### src/rtl/risc_pkg.sv
// Shared encodings for the 16-bit RISC pipeline: EX op codes,
// the MEM stage FSM states and the "no writeback" register index.
package risc_pkg;

  typedef enum logic [1:0] {
    OP_ALU   = 2'd0,
    OP_LOAD  = 2'd1,
    OP_STORE = 2'd2,
    OP_LB    = 2'd3
  } op_e;

  typedef enum logic {
    IDLE = 1'b0,
    BUSY = 1'b1
  } mem_state_e;

  localparam logic [2:0] NO_REG = 3'd0;

endpackage

### src/rtl/mem_access_stage.sv
// Memory-access stage: passes ALU/LB results through in one cycle and runs
// LOAD/STORE on a variable-latency data port, stalling upstream meanwhile.
module mem_access_stage
  import risc_pkg::*;
#(
  parameter int TIMEOUT = 15
) (
  input  logic        clock,
  input  logic        reset,
  input  logic        ex_valid,
  input  logic [1:0]  ex_op,
  input  logic [15:0] ex_alu_out,
  input  logic [15:0] ex_store_data,
  input  logic [7:0]  ex_lb_const,
  input  logic [2:0]  ex_fwd_reg,
  output logic        stall,
  output logic        dmem_req,
  output logic        dmem_we,
  output logic [15:0] dmem_addr,
  output logic [15:0] dmem_wdata,
  input  logic        dmem_ack,
  input  logic [15:0] dmem_rdata,
  output logic        mem_valid,
  output logic [15:0] mem_mem_out,
  output logic [15:0] mem_alu_out,
  output logic [7:0]  mem_lb_const,
  output logic [2:0]  mem_fwd_reg,
  output logic        mem_err
);

  localparam logic [7:0] TIMEOUT_W = 8'(TIMEOUT);

  mem_state_e  state;
  logic [7:0]  wait_cnt;
  logic [7:0]  wait_next;
  logic [1:0]  lat_op;
  logic [7:0]  lat_lb_const;
  logic [2:0]  lat_fwd_reg;
  logic        is_mem_op;
  logic        timeout_hit;

  // The request is abandoned in the BUSY cycle whose increment brings the
  // counter to TIMEOUT, so dmem_req is high for exactly TIMEOUT cycles.
  always_comb begin
    is_mem_op   = (ex_op == OP_LOAD) || (ex_op == OP_STORE);
    wait_next   = (wait_cnt == TIMEOUT_W) ? wait_cnt : wait_cnt + 8'd1;
    timeout_hit = (state == BUSY) && (wait_next == TIMEOUT_W);
    stall       = reset &&
                  (((state == IDLE) && ex_valid && is_mem_op) ||
                   ((state == BUSY) && !dmem_ack && !timeout_hit));
  end

  always_ff @(posedge clock or negedge reset) begin
    if (!reset) begin
      state        <= IDLE;
      wait_cnt     <= 8'd0;
      lat_op       <= 2'd0;
      lat_lb_const <= 8'd0;
      lat_fwd_reg  <= NO_REG;
      dmem_req     <= 1'b0;
      dmem_we      <= 1'b0;
      dmem_addr    <= 16'd0;
      dmem_wdata   <= 16'd0;
      mem_valid    <= 1'b0;
      mem_mem_out  <= 16'd0;
      mem_alu_out  <= 16'd0;
      mem_lb_const <= 8'd0;
      mem_fwd_reg  <= NO_REG;
      mem_err      <= 1'b0;
    end else begin
      case (state)
        IDLE: begin
          if (!ex_valid) begin
            mem_valid   <= 1'b0;
            mem_fwd_reg <= NO_REG;
          end else if (is_mem_op) begin
            state        <= BUSY;
            wait_cnt     <= 8'd0;
            lat_op       <= ex_op;
            lat_lb_const <= ex_lb_const;
            lat_fwd_reg  <= ex_fwd_reg;
            dmem_req     <= 1'b1;
            dmem_we      <= (ex_op == OP_STORE);
            dmem_addr    <= ex_alu_out;
            dmem_wdata   <= ex_store_data;
            mem_valid    <= 1'b0;
            mem_fwd_reg  <= NO_REG;
          end else begin
            mem_valid    <= 1'b1;
            mem_alu_out  <= ex_alu_out;
            mem_lb_const <= ex_lb_const;
            mem_fwd_reg  <= ex_fwd_reg;
            mem_mem_out  <= 16'd0;
          end
        end
        BUSY: begin
          wait_cnt <= wait_next;
          // Ack takes priority over a timeout landing in the same cycle.
          if (dmem_ack) begin
            state        <= IDLE;
            dmem_req     <= 1'b0;
            dmem_we      <= 1'b0;
            mem_valid    <= 1'b1;
            mem_alu_out  <= dmem_addr;
            mem_lb_const <= lat_lb_const;
            if (lat_op == OP_LOAD) begin
              mem_mem_out <= dmem_rdata;
              mem_fwd_reg <= lat_fwd_reg;
            end else begin
              mem_mem_out <= 16'd0;
              mem_fwd_reg <= NO_REG;
            end
          end else if (timeout_hit) begin
            state        <= IDLE;
            dmem_req     <= 1'b0;
            dmem_we      <= 1'b0;
            mem_err      <= 1'b1;
            mem_valid    <= 1'b1;
            mem_alu_out  <= dmem_addr;
            mem_lb_const <= lat_lb_const;
            mem_mem_out  <= 16'd0;
            mem_fwd_reg  <= NO_REG;
          end else begin
            mem_valid   <= 1'b0;
            mem_fwd_reg <= NO_REG;
          end
        end
        default: state <= IDLE;
      endcase
    end
  end

endmodule

### config.mk
export PLATFORM = sky130hd
export DESIGN_NAME = mem_access_stage
export DESIGN_NICKNAME = d
export VERILOG_FILES = /design/src/rtl/risc_pkg.sv /design/src/rtl/mem_access_stage.sv
export SDC_FILE = /design/constraint.sdc
export NUM_CORES = 1
export LEC_CHECK = 0
export CORE_MARGIN = 2
export CORE_UTILIZATION = 48
export CTS_BUF_LIST = sky130_fd_sc_hd__clkbuf_4
export CTS_CLUSTER_DIAMETER = 200
export DETAILED_ROUTE_END_ITERATION = 6
export PLACE_DENSITY = 0.88
export SKIP_CTS_REPAIR_TIMING = 1
export SYNTH_ARGS = -nofsm -noshare
export SYNTH_HDL_FRONTEND = slang
export SYNTH_SLANG_ARGS = --single-unit
### constraint.sdc
create_clock -name clock -period 2.61 [get_ports clock]
set_input_delay 0.6525 -clock clock [delete_from_list [all_inputs] [get_ports clock]]
set_output_delay 0.6525 -clock clock [all_outputs]
set_load 0.01 [all_outputs]
==> qor.yml, run 1 <==
run_status:
  status: "complete, but fails checks"
  violations: "setup timing"
placed_design:
  placed_cells: 692
  dp_slack_ns: -0.576
  dp_hpwl_um: 7850
  place_area_um2: 6230
  portBuffers: 144
  gp_congestion: 0.869
worst_setup_path:
  worstSetupEndpointType: "primary output"
  ff2ff_setup_slack_ns: 0.43
  path_class: "reg -> out"
  startpoint_type: "flip-flop"
  slowest_delay_ns: 0.42
  cp.arrival_ns: 2.10
  crit_chain: "or3_4 -> nor3_2 -> o221ai_2 -> a21o_1 -> and2_4 -> buf_6"
  timing.rr.end: "mem_lb_const[5]"
  regToRegStartpoint: "wait_cnt[5]"
  crit_buf_inv: 1
  worst_r2r_path_depth: 6
  critPathMaxFanout: 3
  critPathRequiredTime_ns: 1.96
  worst_path_max_delay_cell: "or3_4"
  crit_family: "simple AND/OR/NAND/NOR gates"
timing:
  setup-violations-final: 1
  max_clock_freq_mhz: 364
  min_period_over_period_pct: 105
  slew_headroom_pct: 44.7
  whs_ns: 0.399
  period_needed_ns: 2.75
  setup_ws_ns: -0.138
  worstMarginPinSlew_ns: 0.830
  finalHoldViolations: 0
  fin_skew_ns: 0.0209
  maxSlewViolCount: 0
  rsz0062_at_grt: "true"
route:
  drc: 0
  num_vias: 3858
  wl_per_cell_um: 16.3
  vias_per_cell: 5.43
  drt-total-wl_um: 11500
  drtIter0Drc: 200
  dr.pass1.iters: 4
  drtAntennaViolNets: 0
synthesis:
  synth_nets: 490
  synth_top_family_by_area: "compound AO/OA/AOI/OAI gates"
  synth-compound-area-share_pct: 16.8
  yosys.area.top_type: "dfrtp_1"
  ys_seq_area_share_pct: 55.5
  ys_top_cells_by_area: "dfrtp_1, mux2_2, nand2_1"
  ys_types: 35
  yosysTopAreaCellShare_pct: 55.5
  synth-async-reset-ratio_pct: 100
  ys.flop_type: "dfrtp_1"
  netlist_instances: 423
  synthesis.area_um2: 4550
  synth_edf_count: 0
  synth_xor_xnor_area_share_pct: 0.770
  synth-adder-area-share_pct: 0.550
  yosys.area_share.simple_pct: 11.3
  synth_warnings: 0
  ys_seq_elements: 101
  muxShareOfSynthArea_pct: 11.1
  syn_avg_cell_area_um2: 10.8
floorplanning:
  die_area_um2: 10300
  floorplan.initialDensity_pct: 49.2
  die_x_um: 101
  rows: 35
  core_area_um2: 9240
  fp.dieH_um: 101
  io_pins: 145
global_route:
  grt_pass1_wl_um: 18700
  grt_pass1_vias: 4025
  grtUsageTotal_pct: 23.1
  grt_overflow: 0
  grt_max_degree: 69
  antenna_found_initial: 0
finish:
  final_common_cell: "clkdlybuf4s50_1"
  stdcell_count: 710
  layout_common_cells: "clkdlybuf4s50_1, dfrtp_1, nand2_1, a21oi_1, mux2_2"
  area_delta_synth_final_pct: 41.2
  num-nets-final: 643
  num_antenna_cells: 0
  finalInstanceArea_um2: 6430
  drive_above_1_share_pct: 18.1
power:
  finalPower_mw: 4.97
  leakagePower_nw: 2.77
  ir_drop_mv: 0.483
  p_per_area_nw_per_um2: 774
clock_network:
  cts_inserted_buffers: 9
  cts_root_buf: "clkbuf_4"
  clock_sinks: 101
  cts_max_level: 3
  clockBufferDepth: 2
  cts.clk_slew.worst_paths_ns: 0.16
  insertion_delay_ns: 0.44
  cts_tree: "yes"
hold_path:
  hp-class: "in -> async"
run:
  cap_violations: 0
## power breakdown
group	switching [mW]	total, mW	internal [mW]
Clock	0.515	0.729	0.214
Combinational	0.804	1.96	1.15
Sequential	0.310	2.29	1.98
## worst register-to-register path, delay by kind of cell, from the launching register on
kind	cells	cell delay, ns
AND/OR/NAND/NOR	3	0.92
AO/OA/AOI/OAI	2	0.47
flip-flops	1	0.41
buffers and inverters	1	0.27
## area by class of cell
class | count | area (µm²)
sequential | 101 | 2530
inverter | 7 | 26.3
timing repair buffer | 172 | 1690
tap | 129 | 161
clock buffer | 10 | 75.1
multi-input combinational | 285 | 1900
fill | 689 | 2810
clock inverter | 6 | 46.3
## kinds of logic after synthesis
group | after synthesis
compound gates | 116
xor+xnor | 4
fa+ha+maj | 2
buf+inv | 37
flops | 101
mux | 45
simple gates | 118
## stage by stage
step	utilization, %	TNS [ns]
after floorplan	-	0
after global placement	67.4	-9.63
after detailed placement	67.4	-12.12
after CTS	68.7	-0.598
after global routing	69.5	-0.228
final	69.5	-0.138
## how the worst max path moves through the flow
stage | from | endpoint | slack (ns) | cells after the start
CTS | ex_op[0] | stall | -0.60 | 8
global placement | ex_op[0] | stall | -0.57 | 8
detailed placement | ex_op[0] | stall | -0.58 | 8
global route | wait_cnt[5] | stall | -0.23 | 6
finish | wait_cnt[5] | stall | -0.14 | 6
floorplan | ex_op[0] | stall | 0.10 | 7
## metal layers
layer / global-route usage [%] / up-vias / wire, µm
met5: 0 / - / 0
met4: 6.76 / 0 / 117
met3: 7.38 / 9 / 807
met2: 40.7 / 137 / 5830
met1: 27.1 / 1920 / 4790
li1: - / 1792 / -
## Yosys cell counts, types with 2 or more instances
master and number:
a211o_1 22, a21oi_1 54, a22o_1 19, a31oi_1 2, and2_1 2, and3_1 2, buf_1 4, buf_2 8
buf_6 4, clkbuf_1 14, dfrtp_1 101, ha_1 2, inv_1 7, mux2_2 43, mux2i_1 2, nand2_1 84
nand2b_1 5, nand3_1 6, nand4_1 2, nor2_1 7, nor3_1 3, o21a_1 2, o21ai_0 13, xor2_1 4
Power figures use the tool's default switching activity.
==> run 2: changes to the inputs <==
--- a/config.mk
+++ b/config.mk
@@ -5,6 +5,7 @@
 export SDC_FILE = /design/constraint.sdc
 export NUM_CORES = 1
 export LEC_CHECK = 0
+export CAP_MARGIN = 10
 export CORE_MARGIN = 2
 export CORE_UTILIZATION = 48
 export CTS_BUF_LIST = sky130_fd_sc_hd__clkbuf_4
==> results of run 2 <==
Same layout as run 1: the final DEF is identical, and so are final timing and power.
